$ cat config.mk
export PLATFORM = sky130hd
export DESIGN_NAME = miriscv_alu_arbiter
export DESIGN_NICKNAME = d
export VERILOG_FILES = /design/src/rtl/miriscv_alu_arbiter.sv
export SDC_FILE = /design/constraint.sdc
export NUM_CORES = 1
export LEC_CHECK = 0
export BUFFER_PORTS_ARGS = -buffer_cell sky130_fd_sc_hd__buf_2
export CAP_MARGIN = 20
export CORE_AREA = 2 2 109 111
export CTS_CLUSTER_DIAMETER = 100
export CTS_CLUSTER_SIZE = 25
export DETAILED_ROUTE_END_ITERATION = 7
export DIE_AREA = 0 0 111 113
export PLACE_DENSITY = 0.77
export SYNTH_ARGS = -nofsm -noshare
export SYNTH_HDL_FRONTEND = slang
export SYNTH_SLANG_ARGS = --single-unit
$ cat constraint.sdc
create_clock -name clk_i -period 7.05 [get_ports clk_i]
set_input_delay 1.0575 -clock clk_i [delete_from_list [all_inputs] [get_ports clk_i]]
set_output_delay 1.0575 -clock clk_i [all_outputs]
set_load 0.01 [all_outputs]
$ cat src/rtl/miriscv_alu_arbiter.sv
// Two-requester arbiter sharing one external combinational miriscv ALU: IDLE -> EXEC -> RESP.
// Define MIRISCV_ALU_ARB_FIXED_PRIO_EN for fixed priority (requester 0 wins); default is round-robin.
module miriscv_alu_arbiter #(
  parameter int XLEN         = 32,
  parameter int ALU_OP_WIDTH = 4
) (
  input  logic                      clk_i,
  input  logic                      rst_i,
  input  logic [1:0]                req_valid_i,
  output logic [1:0]                req_ready_o,
  input  logic [2*ALU_OP_WIDTH-1:0] req_op_i,
  input  logic [2*XLEN-1:0]         req_a_i,
  input  logic [2*XLEN-1:0]         req_b_i,
  output logic [ALU_OP_WIDTH-1:0]   alu_op_o,
  output logic [XLEN-1:0]           alu_a_o,
  output logic [XLEN-1:0]           alu_b_o,
  input  logic [XLEN-1:0]           alu_result_i,
  input  logic                      alu_flag_i,
  output logic [1:0]                rsp_valid_o,
  input  logic [1:0]                rsp_ready_i,
  output logic [XLEN-1:0]           rsp_data_o,
  output logic                      rsp_flag_o,
  output logic [1:0]                dbg_state_o
);

  // Handshakes: a transfer happens on a rising edge where valid and ready are both high.
  // Requesters hold valid/op/a/b until ready; a response holds data/flag until the owner's ready.
  typedef enum logic [1:0] {
    IDLE = 2'd0,
    EXEC = 2'd1,
    RESP = 2'd2
  } state_e;

  state_e                  state_q, state_d;
  logic                    owner_q;
  logic                    grant_idx;
  logic [1:0]              grant;
  logic                    accept;
  logic                    rsp_done;
  logic [ALU_OP_WIDTH-1:0] op_q;
  logic [XLEN-1:0]         a_q, b_q;
  logic [XLEN-1:0]         rsp_data_q;
  logic                    rsp_flag_q;

`ifndef MIRISCV_ALU_ARB_FIXED_PRIO_EN
  logic last_q;
`endif

  always_comb begin
    grant_idx = 1'b0;
`ifdef MIRISCV_ALU_ARB_FIXED_PRIO_EN
    grant_idx = ~req_valid_i[0];
`else
    // Contention goes to whoever was not granted last; a lone requester always wins.
    case (req_valid_i)
      2'b11:   grant_idx = ~last_q;
      2'b10:   grant_idx = 1'b1;
      default: grant_idx = 1'b0;
    endcase
`endif
  end

  assign grant       = (state_q == IDLE && !rst_i && |req_valid_i) ? {grant_idx, ~grant_idx} : 2'b00;
  assign accept      = |(req_valid_i & grant);
  assign rsp_done    = (state_q == RESP) && rsp_ready_i[owner_q];
  assign req_ready_o = grant;

  always_comb begin
    state_d = state_q;
    case (state_q)
      IDLE:    if (accept) state_d = EXEC;
      EXEC:    state_d = RESP;
      RESP:    if (rsp_done) state_d = IDLE;
      default: state_d = IDLE;
    endcase
  end

  always_ff @(posedge clk_i or posedge rst_i) begin
    if (rst_i) begin
      state_q    <= IDLE;
      owner_q    <= 1'b0;
      op_q       <= '0;
      a_q        <= '0;
      b_q        <= '0;
      rsp_data_q <= '0;
      rsp_flag_q <= 1'b0;
    end else begin
      state_q <= state_d;
      if (accept) begin
        owner_q <= grant_idx;
        op_q    <= req_op_i[grant_idx*ALU_OP_WIDTH +: ALU_OP_WIDTH];
        a_q     <= req_a_i[grant_idx*XLEN +: XLEN];
        b_q     <= req_b_i[grant_idx*XLEN +: XLEN];
      end
      if (state_q == EXEC) begin
        rsp_data_q <= alu_result_i;
        rsp_flag_q <= alu_flag_i;
      end
    end
  end

`ifndef MIRISCV_ALU_ARB_FIXED_PRIO_EN
  // Pointer starts at "last=1" so requester 0 wins the first contention.
  always_ff @(posedge clk_i or posedge rst_i) begin
    if (rst_i) last_q <= 1'b1;
    else if (accept) last_q <= grant_idx;
  end
`endif

  // ALU inputs come straight from the operand registers so they never toggle outside EXEC.
  assign alu_op_o    = op_q;
  assign alu_a_o     = a_q;
  assign alu_b_o     = b_q;
  assign rsp_valid_o = (state_q == RESP) ? {owner_q, ~owner_q} : 2'b00;
  assign rsp_data_o  = rsp_data_q;
  assign rsp_flag_o  = rsp_flag_q;
  assign dbg_state_o = state_q;

endmodule

# After elaboration in Yosys (flattened, before gate mapping)
# Cells that the tools add are included.
dict set report totals {
  regBits 105
  inputBits 175
}
dict set report op_classes {
  order_cmp 1
  n_eq_ne 6
  n_shift 3
  muxes 8
  bitwise 4
  reduce_logical 8
}
# op count
set op_table {}
lappend op_table {{indexed part select 64 x 7 -> 32 bit} 2}
lappend op_table {{2-to-1 mux 2 bit} 4}
lappend op_table {{indexed part select 8 x 4 -> 4 bit} 1}
lappend op_table {{== test 2 bit (second input constant)} 3}
lappend op_table {{one-hot mux 2 bit (3 select lines)} 1}
lappend op_table {{inequality test 2 bit (second input constant)} 2}
lappend op_table {{OR reduction 2 bit} 2}
lappend op_table {{logical AND 1 bit} 3}
lappend op_table {{inverter 1 bit} 3}
lappend op_table {{bitwise AND 2 bit} 1}
lappend op_table {{== test 2 x 1 -> 1 bit (second input constant)} 1}
lappend op_table {{zero test 2 bit} 1}
lappend op_table {{< comparator 1 x 2 -> 1 bit (second input constant)} 1}
lappend op_table {{2-to-1 mux 1 bit} 2}
lappend op_table {{one-hot mux 1 bit (2 select lines)} 1}
lappend op_table {{AND reduction 2 bit} 1}
lappend op_table {{zero test 1 bit} 1}

# Logic depth before layout (Yosys ltp)
dict set report depth {
  word_depth 8
  depth_mapped 7
  mapped_depth_nobuf 3
}

# Worst setup path after synthesis
# Ideal clock, no wire load.
dict set report synth_timing {
  kind {input port to output port}
  start {input rst_i}
  end {output req_ready_o[0]}
  arrival_ps 2000
  required_time_ps 5992
  setup_slack_ps 3992
  path_stages 5
  path_buffers 3
  cell_sequence {or3_1 > buf_2 > buf_6 > buf_6 > nor3b_4}
}
dict set report synth_between {
  elab_chain_len 4
}
# item line_no
set synth_lines {}
lappend synth_lines {{from (decl)} 8} ;# input logic rst_i,
lappend synth_lines {{zero test 1 bit (no source line)} --}
lappend synth_lines {{logical AND 1 bit (2 in series)} 63} ;# assign grant = (state_q == IDLE && !rst_i && |req_valid_i) ? {grant_idx, ~grant_idx} : 2'b00;
lappend synth_lines {{2-to-1 mux 2 bit} 63}
lappend synth_lines {{to (decl)} 10} ;# output logic [1:0] req_ready_o,
# No other way between the ends.

# Worst setup path after layout
dict set report layout_timing {
  start {input req_valid_i[0]}
  end {output req_ready_o[0]}
}
dict set report layout_between {
  elab_chain_len 4
}
# item line_no
set layout_lines {}
lappend layout_lines {{from (decl)} 9} ;# input logic [1:0] req_valid_i,
lappend layout_lines {{== test 2 bit} 55} ;# case (req_valid_i)
lappend layout_lines {{one-hot mux 1 bit (2 select lines)} 55}
lappend layout_lines {{inverter 1 bit} 63}
lappend layout_lines {{2-to-1 mux 2 bit (*)} 63}
# Mark *: on every way between the ends. The rest lies on a longest branch, timed or not.

==> metrics.md <==
| Metric | Value |
|---|---|
| Worst Setup End Kind | output port |
| Crit path arrival time | ~2400 ps |
| Distinct cell type count after synthesis | 22 |
| Initial Utilization | between 40% and 50% |
| Number of port buffers | around 280 |
| Peak VDD IR | 251.3 uV |
| Setup_tns | 0 ps |
| TritonCTS Sinks | 105 |
| WS Path Type | input port to output port |
| # DRC | 0 |
| Crit Path Max Fanout | between 50 and 60 |
| Critical path required time | ~6000 ps |
| Post-DP Area | slightly above 6000 um2 |
| Post-Syn Area per Cell | 11.49 um2 |
| Max stage delay cell, worst path | buf_4 |
| Resized cells post-CTS | 0 |
| TritonCTS clock tree | built |
| DR WL/cell | 17.08 um |
| CTS root buffer | clkbuf_16 |
| Multi-input logic area | 1812 um2 |
| GR Overflow Total | 0 |
| Post-Synthesis Cells | 404 |
| Routability Congestion | just over 0.8 |
| Sequential share of the synthesized area | around 57% |
| Vias in the first global route | around 4400 |
| Placed Instances | approximately 790 |
| Core Footprint | about 11000 um2 |
| Slew margin rel. | a little under two fifths |
| I/O pin count | approximately 280 |
| Register area | approximately 2600 um2 |
| Fin nets | about 840 |
| Minimum clock period | about 3400 ps |
| Largest net degree at the start of global routing | 69 |
| H-tree lvl count | 3 |
| Post-route cell area | between 6000 and 7000 um2 |
| Leak | 0.003286 uW |
| Chip Width | around 110 um |
| Area Overhead vs Synth | 39.21% |
| WHS | approximately 500 ps |
| GRT Total Usage | between 20% and 30% |
| Worst r2r path cells | 4 |
| Drt pass-1 iters | 4 |
| Die ar. | roughly 13000 um2 |
| Hold Fails Final Rpt | 0 |
| FFs w/ async S/R, synth | between 90% and 100% |
| Final Util | a little under three fifths |
| Die height | between 100 and 150 um |
| Worst-Margin Slew | 942.1 ps |
| Slowest stage delay, CP | between 500 and 600 ps |
| Vias per inst | 5.343 |
| DR vias | 4317 |
| Final period util | about 48% |
| Clock Path Buffers | 2 |
| Layout cells sized above 1 | 53.23% |
| Critical Path Start Type | input port |
| Yosys warning count | 0 |
| Total CTS buffers | 9 |
| # Post-CTS Setup Buffers | 0 |
| Post-synth top flop | dfrtp_1 |
| Fin cells | ~810 |
| Hold Path Depth | 1 |
| Status | completed |
| Synth top area share | 56.05% |
| Row count | 39 |
| # diodes | 0 |
| Synth area leaders | dfrtp_1 (56%), a221o_1 (15%), mux2_2 (8.2%) |
| Most frequent cell after synthesis | dfrtp_1 |
| Commonest cells post-synth | dfrtp_1 (104), nand2_1 (69), a221o_1 (68) |
| Initial antenna violation count | 0 |
| Final Max Slew Viols | 0 |
| Power per cell area | about 420 nW/um2 |
| Routed wire length | between 10000 and 15000 um |
| Max Cap Violations | 0 |
| Clock latency on the worst-skew pair | roughly 340 ps |
| Post-Syn Area | 4643 um2 |
| Syn Nets | between 500 and 600 |
| Synth Register Bits | around 110 |
| Worst Clk Skew | around 10 ps |
| Iteration-0 DRC Markers | around 320 |
| Hold_buf cts | 0 |
| Post-synth top area cell | dfrtp_1 |
| Finish-stage setup viols | 0 |
| ANT nets after route | 0 |
| Maximum clock frequency | 293.9 MHz |
| Unrepaired setup endpoints after global routing | no |
| Fillers | 950 |
| Worst path cell trace | buf_2, buf_4, nor3b_4, buf_2 |
| Clk pin slew, worst setup/hold paths | ~70 ps |
| Hold crit path type | register to register |
| Post-DP HPWL | between 10000 and 15000 um |
| Cell mode on critical path | buf_2 |
| EDFF count, synth | 0 |
| Global-route wire length before repair | approximately 22000 um |
-- where the power goes --
group          leakage (uW)  switching [uW]  internal [uW]
sequential          0.00128             171            896
clock              0.000180             222            384
combinational       0.00183             548            525
-- final cells by class --
| class | instances | share of cell area (%) |
|---|---|---|
| clock inverters | 7 | 2.207 |
| repair buffers | 288 | 22.57 |
| well taps | 143 | 2.768 |
| inverters | 4 | 0.2710 |
| multi-input cells | 252 | 28.03 |
| flip-flops and latches | 105 | 40.67 |
| clock buffers | 9 | 3.484 |
-- per-stage QoR --
stage          worst slack, ps  total power [uW]
6_report                  3647              2746
5_1_grt                   3541              2893
4_1_cts                   3663              2770
3_5_place_dp              3666              2162
3_3_place_gp              3702              2122
2_1_floorplan             3234              1695
-- final timing paths --
kind	from	end	slack, ps
max in group asynchronous	rst_i	alu_a_o[13]	5120
worst min-delay path	rsp_data_o[21]	rsp_data_o[21]	500
min in group asynchronous	rst_i	dbg_state_o[0]	820
worst max register to register	dbg_state_o[1]	alu_b_o[12]	4640
worst max-delay path	req_valid_i[0]	req_ready_o[0]	3650
worst min register to register	rsp_data_o[21]	rsp_data_o[21]	500
-- worst max-delay path, delay by kind of cell --
| family | cells | cell delay [ps] |
|---|---|---|
| buffers and inverters | 3 | 940 |
| AND/OR/NAND/NOR | 1 | 320 |
-- metal layers --
layer	GRT usage [%]	part of all wire (%)	vias to the layer above
li1	-	-	2007
met1	26.35	39	2049
met2	38.04	50	241
met3	4.499	8.4	20
met4	8.083	1.9	0
met5	0	0	-
-- registers in the layout (all words and copies together) (netlist names) --
name,count
dbg_state_o,2
rsp_data_o,32
last_q,1
alu_a_o,32
rsp_flag_o,1
owner_q,1
alu_b_o,32
alu_op_o,4
-- cells in the final DEF, fill, tap and decap left out, drive strengths merged --
| cell type | instances |
|---|---|
| mux2 | 34 |
| a221o | 68 |
| and3 | 1 |
| or3 | 1 |
| nor3b | 1 |
| o21ai | 2 |
| inv | 4 |
| buf | 288 |
| nor3 | 69 |
| nand2 | 69 |
| nor2b | 1 |
| nor2 | 2 |
| dfstp | 1 |
| dfrtp | 104 |
| nand2b | 2 |
| bufinv | 4 |
| a21oi | 2 |
| clkbuf | 9 |
| clkinv | 3 |
-- kinds of logic after synthesis --
kind of cell,synth area share (%)
buffers and inverters,4.823
AO/OA/AOI/OAI,15.09
flip-flops,56.62
multiplexers,8.246
AND/OR/NAND/NOR,15.23
(Power assumes the default switching activity.)
